==> config.mk <==
export PLATFORM = sky130hd
export DESIGN_NAME = deal_sequencer
export DESIGN_NICKNAME = d
export VERILOG_FILES = /design/src/rtl/poker_types.sv /design/src/rtl/deal_sequencer.sv
export SDC_FILE = /design/constraint.sdc
export NUM_CORES = 1
export LEC_CHECK = 0
export CORE_MARGIN = 8
export CORE_UTILIZATION = 25
export CTS_CLUSTER_DIAMETER = 60
export CTS_CLUSTER_SIZE = 30
export DETAILED_ROUTE_END_ITERATION = 10
export MAX_ROUTING_LAYER = met4
export PLACE_DENSITY = 0.5
export SLEW_MARGIN = 10
export SYNTH_ARGS = -nofsm -noshare
export SYNTH_HDL_FRONTEND = slang
export SYNTH_SLANG_ARGS = --single-unit
export TNS_END_PERCENT = 1
==> constraint.sdc <==
create_clock -name clk -period 2.4 [get_ports clk]
set_clock_uncertainty 0.05 [all_clocks]
set_input_delay 0.36 -clock clk [delete_from_list [all_inputs] [get_ports clk]]
set_output_delay 0.36 -clock clk [all_outputs]
set_load 0.01 [all_outputs]
==> src/rtl/poker_types.sv <==
// Shared poker datatypes: cards, deal commands, sequencer state encoding.
// Latency: n/a (types, constants and one combinational helper).
// Backpressure: n/a.
package poker_types;

  typedef enum logic [3:0] {
    RANK_ACE = 4'd0, RANK_2, RANK_3, RANK_4, RANK_5, RANK_6, RANK_7,
    RANK_8, RANK_9, RANK_10, RANK_JACK, RANK_QUEEN, RANK_KING
  } rank_t;

  typedef enum logic [1:0] {
    SUIT_SPADES = 2'd0, SUIT_HEARTS, SUIT_DIAMONDS, SUIT_CLUBS
  } suit_t;

  typedef struct packed {
    rank_t rank;
    suit_t suit;
  } card_t;

  typedef enum logic [1:0] {
    DEAL_HOLE  = 2'd0,
    DEAL_FLOP  = 2'd1,
    DEAL_TURN  = 2'd2,
    DEAL_RIVER = 2'd3
  } deal_cmd_t;

  typedef logic [2:0] deal_state_t;
  localparam deal_state_t ST_IDLE   = 3'd0;
  localparam deal_state_t ST_DRAW   = 3'd1;
  localparam deal_state_t ST_WRITE  = 3'd2;
  localparam deal_state_t ST_FINISH = 3'd3;
  localparam deal_state_t ST_ERR    = 3'd4;

  localparam int BOARD_SLOTS = 5;

  // (dealer + 1) mod n for n in 2..8; dealer may be >= n, so reduce by
  // repeated subtraction (at most four steps for these ranges).
  function automatic logic [2:0] first_seat(input logic [2:0] dealer,
                                            input logic [3:0] n);
    logic [3:0] a;
    a = {1'b0, dealer} + 4'd1;
    for (int i = 0; i < 4; i++) begin
      if (a >= n) a = a - n;
    end
    return a[2:0];
  endfunction

endpackage

==> src/rtl/deal_sequencer.sv <==
// Sequences deck draws for one hand: hole cards round-robin, then burn+flop/turn/river.
// Latency: first draw_card 1 cycle after accept; write strobe 1 cycle after card_valid; done 1 cycle after last write.
// Backpressure: cmd_ready low while busy; draw_card held until card_valid or timeout.
// Ports: clk/reset_n; command side cmd_valid/cmd/cmd_ready with player_count/dealer_pos
// sampled at accept; deck side deck_ready/draw_card/card_valid/top_card; write side
// player_en/set_card/hole_slot, board_wr/board_idx, card_out; status busy/done/err.
module deal_sequencer
  import poker_types::*;
#(
  parameter int MAX_PLAYERS  = 8,
  parameter bit BURN_EN      = 1'b1,
  parameter int DRAW_TIMEOUT = 255
) (
  input  logic                   clk,
  input  logic                   reset_n,
  input  logic [2:0]             player_count,
  input  logic [2:0]             dealer_pos,
  input  logic                   cmd_valid,
  input  deal_cmd_t              cmd,
  output logic                   cmd_ready,
  input  logic                   deck_ready,
  output logic                   draw_card,
  input  logic                   card_valid,
  input  card_t                  top_card,
  output logic [MAX_PLAYERS-1:0] player_en,
  output logic                   set_card,
  output logic                   hole_slot,
  output logic                   board_wr,
  output logic [2:0]             board_idx,
  output card_t                  card_out,
  output logic                   busy,
  output logic                   done,
  output logic                   err
);

  localparam int          TW    = $clog2(DRAW_TIMEOUT + 1);
  localparam logic [TW-1:0] TLAST = TW'(DRAW_TIMEOUT - 1);
  localparam logic [4:0]  BURN_N = {4'd0, BURN_EN};
  localparam logic [2:0]  IDX_TURN  = 3'(BOARD_SLOTS - 2);
  localparam logic [2:0]  IDX_RIVER = 3'(BOARD_SLOTS - 1);

  deal_state_t   state_q, state_d;
  deal_cmd_t     cmd_q, cmd_d;
  logic [3:0]    n_q, n_d;        // seated players, 2..8
  logic [2:0]    seat_q, seat_d;
  logic [4:0]    draw_q, draw_d;  // draws completed in this command
  logic [TW-1:0] timer_q, timer_d;
  card_t         card_q, card_d;

  logic [4:0] total;
  logic       last_draw, is_burn, slot, wr_player, wr_board, accept;
  logic [2:0] pc_eff;
  logic [3:0] n_new;
  logic [2:0] idx;

  always_comb begin
    total = 5'd0;
    idx   = 3'd0;
    case (cmd_q)
      DEAL_HOLE:  total = {n_q, 1'b0};
      DEAL_FLOP:  begin total = 5'd3 + BURN_N; idx = draw_q[2:0] - BURN_N[2:0]; end
      DEAL_TURN:  begin total = 5'd1 + BURN_N; idx = IDX_TURN; end
      default:    begin total = 5'd1 + BURN_N; idx = IDX_RIVER; end
    endcase
  end

  assign last_draw = (draw_q == total - 5'd1);
  assign is_burn   = BURN_EN && (cmd_q != DEAL_HOLE) && (draw_q == 5'd0);
  // Second lap of the table starts once every seat has one card.
  assign slot      = (draw_q >= {1'b0, n_q});
  assign wr_player = (state_q == ST_WRITE) && (cmd_q == DEAL_HOLE);
  assign wr_board  = (state_q == ST_WRITE) && (cmd_q != DEAL_HOLE) && !is_burn;

  // Not busy in FINISH/ERR, so a new command may be taken the same cycle done/err pulses.
  assign busy      = (state_q == ST_DRAW) || (state_q == ST_WRITE);
  assign cmd_ready = !busy;
  assign accept    = cmd_valid && cmd_ready;
  assign draw_card = (state_q == ST_DRAW);
  assign done      = (state_q == ST_FINISH);
  assign err       = (state_q == ST_ERR);
  assign set_card  = wr_player;
  assign player_en = wr_player ? (MAX_PLAYERS'(1) << seat_q) : '0;
  assign hole_slot = wr_player && slot;
  assign board_wr  = wr_board;
  assign board_idx = wr_board ? idx : 3'd0;
  assign card_out  = card_q;

  assign pc_eff = (player_count == 3'd0) ? 3'd1 : player_count;
  assign n_new  = {1'b0, pc_eff} + 4'd1;

  always_comb begin
    state_d = state_q;
    cmd_d   = cmd_q;
    n_d     = n_q;
    seat_d  = seat_q;
    draw_d  = draw_q;
    timer_d = timer_q;
    card_d  = card_q;
    case (state_q)
      ST_DRAW: begin
        if (card_valid) begin
          card_d  = top_card;
          state_d = ST_WRITE;
        end else if (timer_q == TLAST) begin
          state_d = ST_ERR;
        end else begin
          timer_d = timer_q + 1'b1;
        end
      end
      ST_WRITE: begin
        draw_d = draw_q + 5'd1;
        if (cmd_q == DEAL_HOLE)
          seat_d = ({1'b0, seat_q} == n_q - 4'd1) ? 3'd0 : seat_q + 3'd1;
        if (last_draw) begin
          state_d = ST_FINISH;
        end else begin
          state_d = ST_DRAW;
          timer_d = '0;
        end
      end
      default: begin  // IDLE, FINISH, ERR
        state_d = ST_IDLE;
        if (accept) begin
          cmd_d   = cmd;
          n_d     = n_new;
          seat_d  = first_seat(dealer_pos, n_new);
          draw_d  = 5'd0;
          timer_d = '0;
          state_d = deck_ready ? ST_DRAW : ST_ERR;
        end
      end
    endcase
  end

  always_ff @(posedge clk or negedge reset_n) begin
    if (!reset_n) begin
      state_q <= ST_IDLE;
      cmd_q   <= DEAL_HOLE;
      n_q     <= 4'd0;
      seat_q  <= 3'd0;
      draw_q  <= 5'd0;
      timer_q <= '0;
      card_q  <= '{rank: RANK_ACE, suit: SUIT_SPADES};
    end else begin
      state_q <= state_d;
      cmd_q   <= cmd_d;
      n_q     <= n_d;
      seat_q  <= seat_d;
      draw_q  <= draw_d;
      timer_q <= timer_d;
      card_q  <= card_d;
    end
  end

endmodule

* After elaboration in Yosys (flattened, before gate mapping)
Index checks and enable logic that the tools add are counted.
** Storage, ports and cells
- Register bits after elaboration :: 31
- Bits of input ports :: 19
- Word-level logic and storage cells :: 95
** Cells by class
- $add $sub $neg :: 12
- Order comparisons :: 5
- Shift operators :: 1
- Multiplexer cells :: 32
- Bitwise operators :: 2
- Reduce and logical (&&, ||, !) cells :: 21
- Equal/unequal tests :: 14
** Operators by type and width (count)
- two-way mux 8 bit :: 5
- two-way mux 4 bit :: 9
- two-way mux 3 bit :: 10
- case mux 5 bit (2 select lines) :: 2
- greater-or-equal comparator 4 bit :: 4
- case mux 8 bit (2 select lines) :: 1
- case mux 3 bit (2 select lines) :: 2
- subtractor 4 bit :: 3
- case mux 3 bit (3 select lines) :: 1
- adder 3 x 1 -> 4 bit (second input constant) :: 2
- adder 8 x 1 -> 8 bit (second input constant) :: 1
- equality test 8 bit (second input constant) :: 1
- << shifter 1 x 3 -> 8 bit (first input constant) :: 1
- equality test 3 x 2 -> 1 bit (second input constant) :: 2
- logical AND 1 bit :: 6
- inequality test 2 bit (second input constant) :: 3
- AND reduction 2 bit :: 3
- adder 5 x 1 -> 5 bit (second input constant) :: 1
- equality test 5 bit :: 1
- greater-or-equal comparator 5 x 4 -> 1 bit :: 1
- zero test 5 bit :: 1
- two-way mux 5 bit :: 1
- subtractor 5 x 1 -> 5 bit (second input constant) :: 1
- equality test 3 x 4 -> 1 bit :: 1
- other kinds (21) :: 24

* Logic depth before layout (Yosys ltp)
Gate-level depths: netlist of run 1.
- Depth in word-level cells :: 19
- Gate-level depth with buffers :: 31
- Gate-level depth less buffers :: 30

* Least setup slack after synthesis of run 1
Ideal clock, no wire load.
- Path kind :: in2reg
- From :: in player_count[2]
- To :: reg seat_q[0]
- Slack :: -4.483 ns
- Arrival :: 6.729 ns
- Stages on the path :: 31
- Path through :: buf_6 -> nand2b_1 -> o21ai_0 -> inv_1 -> fa_1 -> inv_1 -> o221ai_1 -> nand2_1 -> mux2_2 -> inv_1 -> ha_1 -> nand2_1 -> nand2_1 -> nand2_1 -> a221oi_1 -> nor3_1 -> mux2_2 -> ha_1 -> fa_1 -> clkbuf_1 -> a21boi_0 -> inv_1 -> o21ai_2 -> mux2_4 -> ha_1 -> inv_1 -> fa_1 -> nand4b_1 -> o311ai_4 -> or4b_1 -> o311ai_1
** On the way
- Word-level cells in the longest chain between the ends :: 19
- Elaborated cells on any way between the ends :: 23
- Classes of those cells :: 5 x add/sub; 4 x order compare; 13 x mux; 1 x reduce/logical
** RTL lines
- start: declaration :: RTL line deal_sequencer.sv:16 : input logic [2:0] player_count,
- zero test 3 bit (*) :: RTL line deal_sequencer.sv:88 : assign pc_eff = (player_count == 3'd0) ? 3'd1 : player_count;
- two-way mux 3 bit (*) :: RTL line deal_sequencer.sv:88
- adder 3 x 1 -> 4 bit (*) :: RTL line deal_sequencer.sv:89 : assign n_new = {1'b0, pc_eff} + 4'd1;
- via n_new[1] :: RTL line deal_sequencer.sv:53 : logic [3:0] n_new;
- subtractor 4 bit / greater-or-equal comparator 4 bit (equally long branches) :: RTL line poker_types.sv:43 : if (a >= n) a = a - n;
- two-way mux 4 bit :: RTL line poker_types.sv:43
- two-way mux 4 bit :: RTL line deal_sequencer.sv:123 : if (accept) begin
- two-way mux 4 bit :: RTL line deal_sequencer.sv:99 : case (state_q)
- [... 4 more ...]
- subtractor 4 bit / greater-or-equal comparator 4 bit (equally long branches) :: RTL line poker_types.sv:43
- two-way mux 4 bit :: RTL line poker_types.sv:43
- two-way mux 4 bit :: RTL line deal_sequencer.sv:123
- two-way mux 4 bit :: RTL line deal_sequencer.sv:99
- greater-or-equal comparator 4 bit / subtractor 3 bit (equally long branches) :: RTL line poker_types.sv:43
- two-way mux 3 bit (*) :: RTL line poker_types.sv:43
- two-way mux 3 bit (*) :: RTL line deal_sequencer.sv:123
- case mux 3 bit (2 select lines) (*) :: RTL line deal_sequencer.sv:99
- end signal: assignment :: RTL line deal_sequencer.sv:148 : seat_q <= seat_d;
- end: declaration :: RTL line deal_sequencer.sv:45 : logic [2:0] seat_q, seat_d;
Mark *: on every way through the listed nets, which the timed path passes. The rest lies on a longest branch. The select of a mux whose other input is x is not followed.
A chain may end at the register's enable or synchronous reset.

* Final worst setup path of run 1
- From :: in player_count[1]
- To :: reg seat_q[0]
** On the way
- Word-level cells in the longest chain between the ends :: 19
- Elaborated cells on any way between the ends :: 23
- Classes of those cells :: 5 x add/sub; 4 x order compare; 13 x mux; 1 x reduce/logical
** RTL lines (RTL line)
- zero test 3 bit :: deal_sequencer.sv:88
- two-way mux 3 bit (*) :: deal_sequencer.sv:88
- adder 3 x 1 -> 4 bit (*) :: deal_sequencer.sv:89
- via n_new[1] :: deal_sequencer.sv:53
- subtractor 4 bit / greater-or-equal comparator 4 bit (equally long branches) :: poker_types.sv:43
- two-way mux 4 bit :: poker_types.sv:43
- two-way mux 4 bit :: deal_sequencer.sv:123
- two-way mux 4 bit :: deal_sequencer.sv:99
- [... 4 more ...]
- subtractor 4 bit / greater-or-equal comparator 4 bit (equally long branches) :: poker_types.sv:43
- two-way mux 4 bit :: poker_types.sv:43
- two-way mux 4 bit :: deal_sequencer.sv:123
- two-way mux 4 bit :: deal_sequencer.sv:99
- greater-or-equal comparator 4 bit / subtractor 3 bit (equally long branches) :: poker_types.sv:43
- two-way mux 3 bit (*) :: poker_types.sv:43
- two-way mux 3 bit (*) :: deal_sequencer.sv:123
- case mux 3 bit (2 select lines) (*) :: deal_sequencer.sv:99
Marks and branches as above.

==> flow_metrics.tcl, run 1 <==
set metrics [dict create \
    status "complete, but fails checks" \
    failed_checks "negative setup slack" \
    rsz0062_at_grt "true" \
    drc 0 \
    slew_violations 0 \
    via_per_inst 4.66 \
    max_freq_ghz 0.180 \
    netlist.area_leader.share 0.259 \
    worstPathRequired_ps 2530 \
    fp.dieArea_mm2 0.0158 \
    gp_congestion 0.800 \
    clock-sinks 31 \
    synth_edf_count 0 \
    tritoncts "yes" \
    ir_drop_mv 0.408 \
    grtUsageMet3 0.0136 \
    netlist_area_mm2 0.00300 \
    syn_area_per_cell_um2 8.67 \
    postRouteAntennaNets 0 \
    drt_iter0_markers 141 \
    final_cells 622 \
    vias 2899 \
    timing.final.crit_share 2.32 \
    synth_top_area_cell "dfrtp_1" \
    reg2reg_from "cmd_q[1]" \
    end_kind "register" \
    grt_max_degree 32 \
    worst_slack_ps -3170 \
    synth_area_leaders "dfrtp_1 (26%), ha_1 (12%), nand2_1 (4.9%), xor2_1 (4.4%), mux2_2 (3.8%)" \
    rrSetupSlack_ps 80 \
    synth-seq-cells 31 \
    crit_slowest_cell "or4b_4" \
    clkSlewWorstSetupHoldPaths_ps 50 \
    layout-drive-gt1-share 0.371 \
    grt_use_met2 0.192 \
    first_global_vias 2985 \
    dieWidth_um 126 \
    rows 40 \
    syn_nets 398 \
    pre_cts_slack_ps -3890 \
    grt_pass1_wl_um 14200 \
    coreArea_mm2 0.0119 \
    antenna_found_initial 0 \
    grtUsageMet1 0.127 \
    worst-path-max-fanout 4 \
    antenna_cells 0 \
    worstHoldPathType "primary input to asynchronous set/reset pin" \
    clockRootBuffer "clkbuf_16" \
    fillers 1165 \
    max_slew_margin 0.668 \
    drt-pass1-iter-count 4 \
    clkLatencyLatePin_ps 270 \
    ff_latch_area_um2 778 \
    grt_overflow_total 0 \
    utilization 0.396 \
    setup_viol_count_final 3 \
    cap_violations 0 \
    r2r_end "timer_q[5]" \
    grt.total_usage 0.110 \
    hpwl_um 6440 \
    final_common_cell "buf_4" \
    final_cell_mix "buf_4 (88), nand2_1 (34), dfrtp_1 (29), clkdlybuf4s50_1 (26)" \
    portBuffers 43 \
    yosys_warnings 0 \
    ios 44 \
    grt_busiest_layer "met2" \
    numCtsBuffers 5 \
    final_nets 526 \
    synth_cell_types 61 \
    drt-total-wl_um 8440 \
    finalCriticalPeriod_ps 5570 \
    layout-area-overhead-vs-synth_pct 56.4 \
    cts_hold_buffers 0 \
    critPathArrivalTime_ps 5700 \
    power.total_mw 5.41 \
    initial_core_util 0.253 \
    critPathMaxStageDelay_ps 510 \
    p_leak_nw 2.18 \
    h-tree-depth 2 \
    syn_inst 346 \
    startpoint_type "primary input" \
    powerDensity_mw_per_mm2 1150 \
    worst_slew_pin_slew_ps 493 \
    timing_worst_setup_path_type "primary input to register" \
    dp.cells 595 \
    die_h_um 126 \
    async_flop_share 1.00 \
    reg2reg_depth 9 \
    multi_input_area_mm2 0.00234 \
    clock_path_buffers 2 \
    ys_seq_area_frac 0.259 \
    wl_per_cell_um 13.6 \
    hold_violations 0 \
    ys.flop_type "dfrtp_1" \
]
==> cell families after synthesis <==
family | share of synthesized area
multiplexers | 0.0576
XOR/XNOR | 0.0834
AND/OR/NAND/NOR | 0.217
buffers and inverters | 0.0563
adder cells (fa/ha/maj) | 0.151
flip-flops | 0.259
AO/OA/AOI/OAI | 0.176
==> worst max-delay path by stage <==
stage | startpoint | cells past startpoint | to
floorplan | player_count[2] | 30 | seat_q[0]
global placement | player_count[1] | 29 | seat_q[0]
detailed placement | player_count[1] | 29 | seat_q[0]
CTS | player_count[1] | 28 | seat_q[0]
global route | player_count[1] | 29 | seat_q[0]
finish | player_count[1] | 29 | seat_q[0]
==> stage by stage <==
| step | cell area [um^2] | TNS, ps | hold WS, ps |
|---|---|---|---|
| 2_1_floorplan | 3080 | -10270 | 14.4 |
| 3_3_place_gp | 4160 | -11040 | 443 |
| 3_5_place_dp | 4160 | -11460 | 450 |
| 4_1_cts | 4580 | -8810 | 461 |
| 5_1_grt | 4690 | -10060 | 477 |
| 6_report | 4690 | -9260 | 447 |
==> timing repair <==
item,CTS,global route
pin swaps,28,15
resized for setup,70,19
setup buffers,14,5
endpoints found under the setup margin,18,11
==> power by group <==
group	internal (mW)	switching [mW]
clock network	0.515	0.221
registers	0.694	0.187
logic	2.09	1.71
total	3.30	2.12
==> area by class of cell <==
cell class | count | area share
multi-input cells | 275 | 0.499
well taps | 147 | 0.0392
inverters | 27 | 0.0216
clock inverters | 2 | 0.00747
repair buffers | 134 | 0.237
flip-flops and latches | 31 | 0.166
clock buffers | 6 | 0.0296
==> flip-flops by register name, summed over array words and instances, names as in the netlist <==
register,cells
state_q,3
seat_q,3
n_q,4
draw_q,5
timer_q,8
card_out,6
cmd_q,2
==> synthesized netlist by cell type, drive strengths merged (3+ instances only) <==
cell	count
nand2	39
dfrtp	31
ha	29
inv	27
nor2	24
o21ai	21
a21oi	18
xor2	15
and3	12
mux2	12
xnor2	11
clkbuf	10
nand3	7
nand4	7
nand2b	6
nor3	6
or3	6
a21boi	4
fa	4
nand4b	4
a211oi	3
a21o	3
buf	3
mux2i	3
nor3b	3
==> worst max-delay path: cells and delay by family <==
family	cells	cell delay, ps
simple gates	6	1090
fa+ha+maj	7	1950
compound gates	8	1310
mux	2	520
buf+inv	5	320
xor+xnor	1	110
==> metal layers <==
metal	vias to the layer above	part of all wire
met5	-	0
met4	0	0.015
met3	9	0.020
met2	35	0.52
met1	1377	0.45
li1	1478	-
Note: power is estimated with default switching activity, not from simulation.
==> inputs of run 2 (changes only) <==
CTS_CLUSTER_DIAMETER = default   (was 60)
HOLD_SLACK_MARGIN = 0.02   (was default)
==> results of run 2 <==
Final layout, timing and power as in run 1 (identical DEF).
==> inputs of run 3 (changes only) <==
ABC_CLOCK_PERIOD_IN_PS = 2400   (was default)
==> results of run 3 <==
Final layout, timing and power as in run 1 (identical DEF).
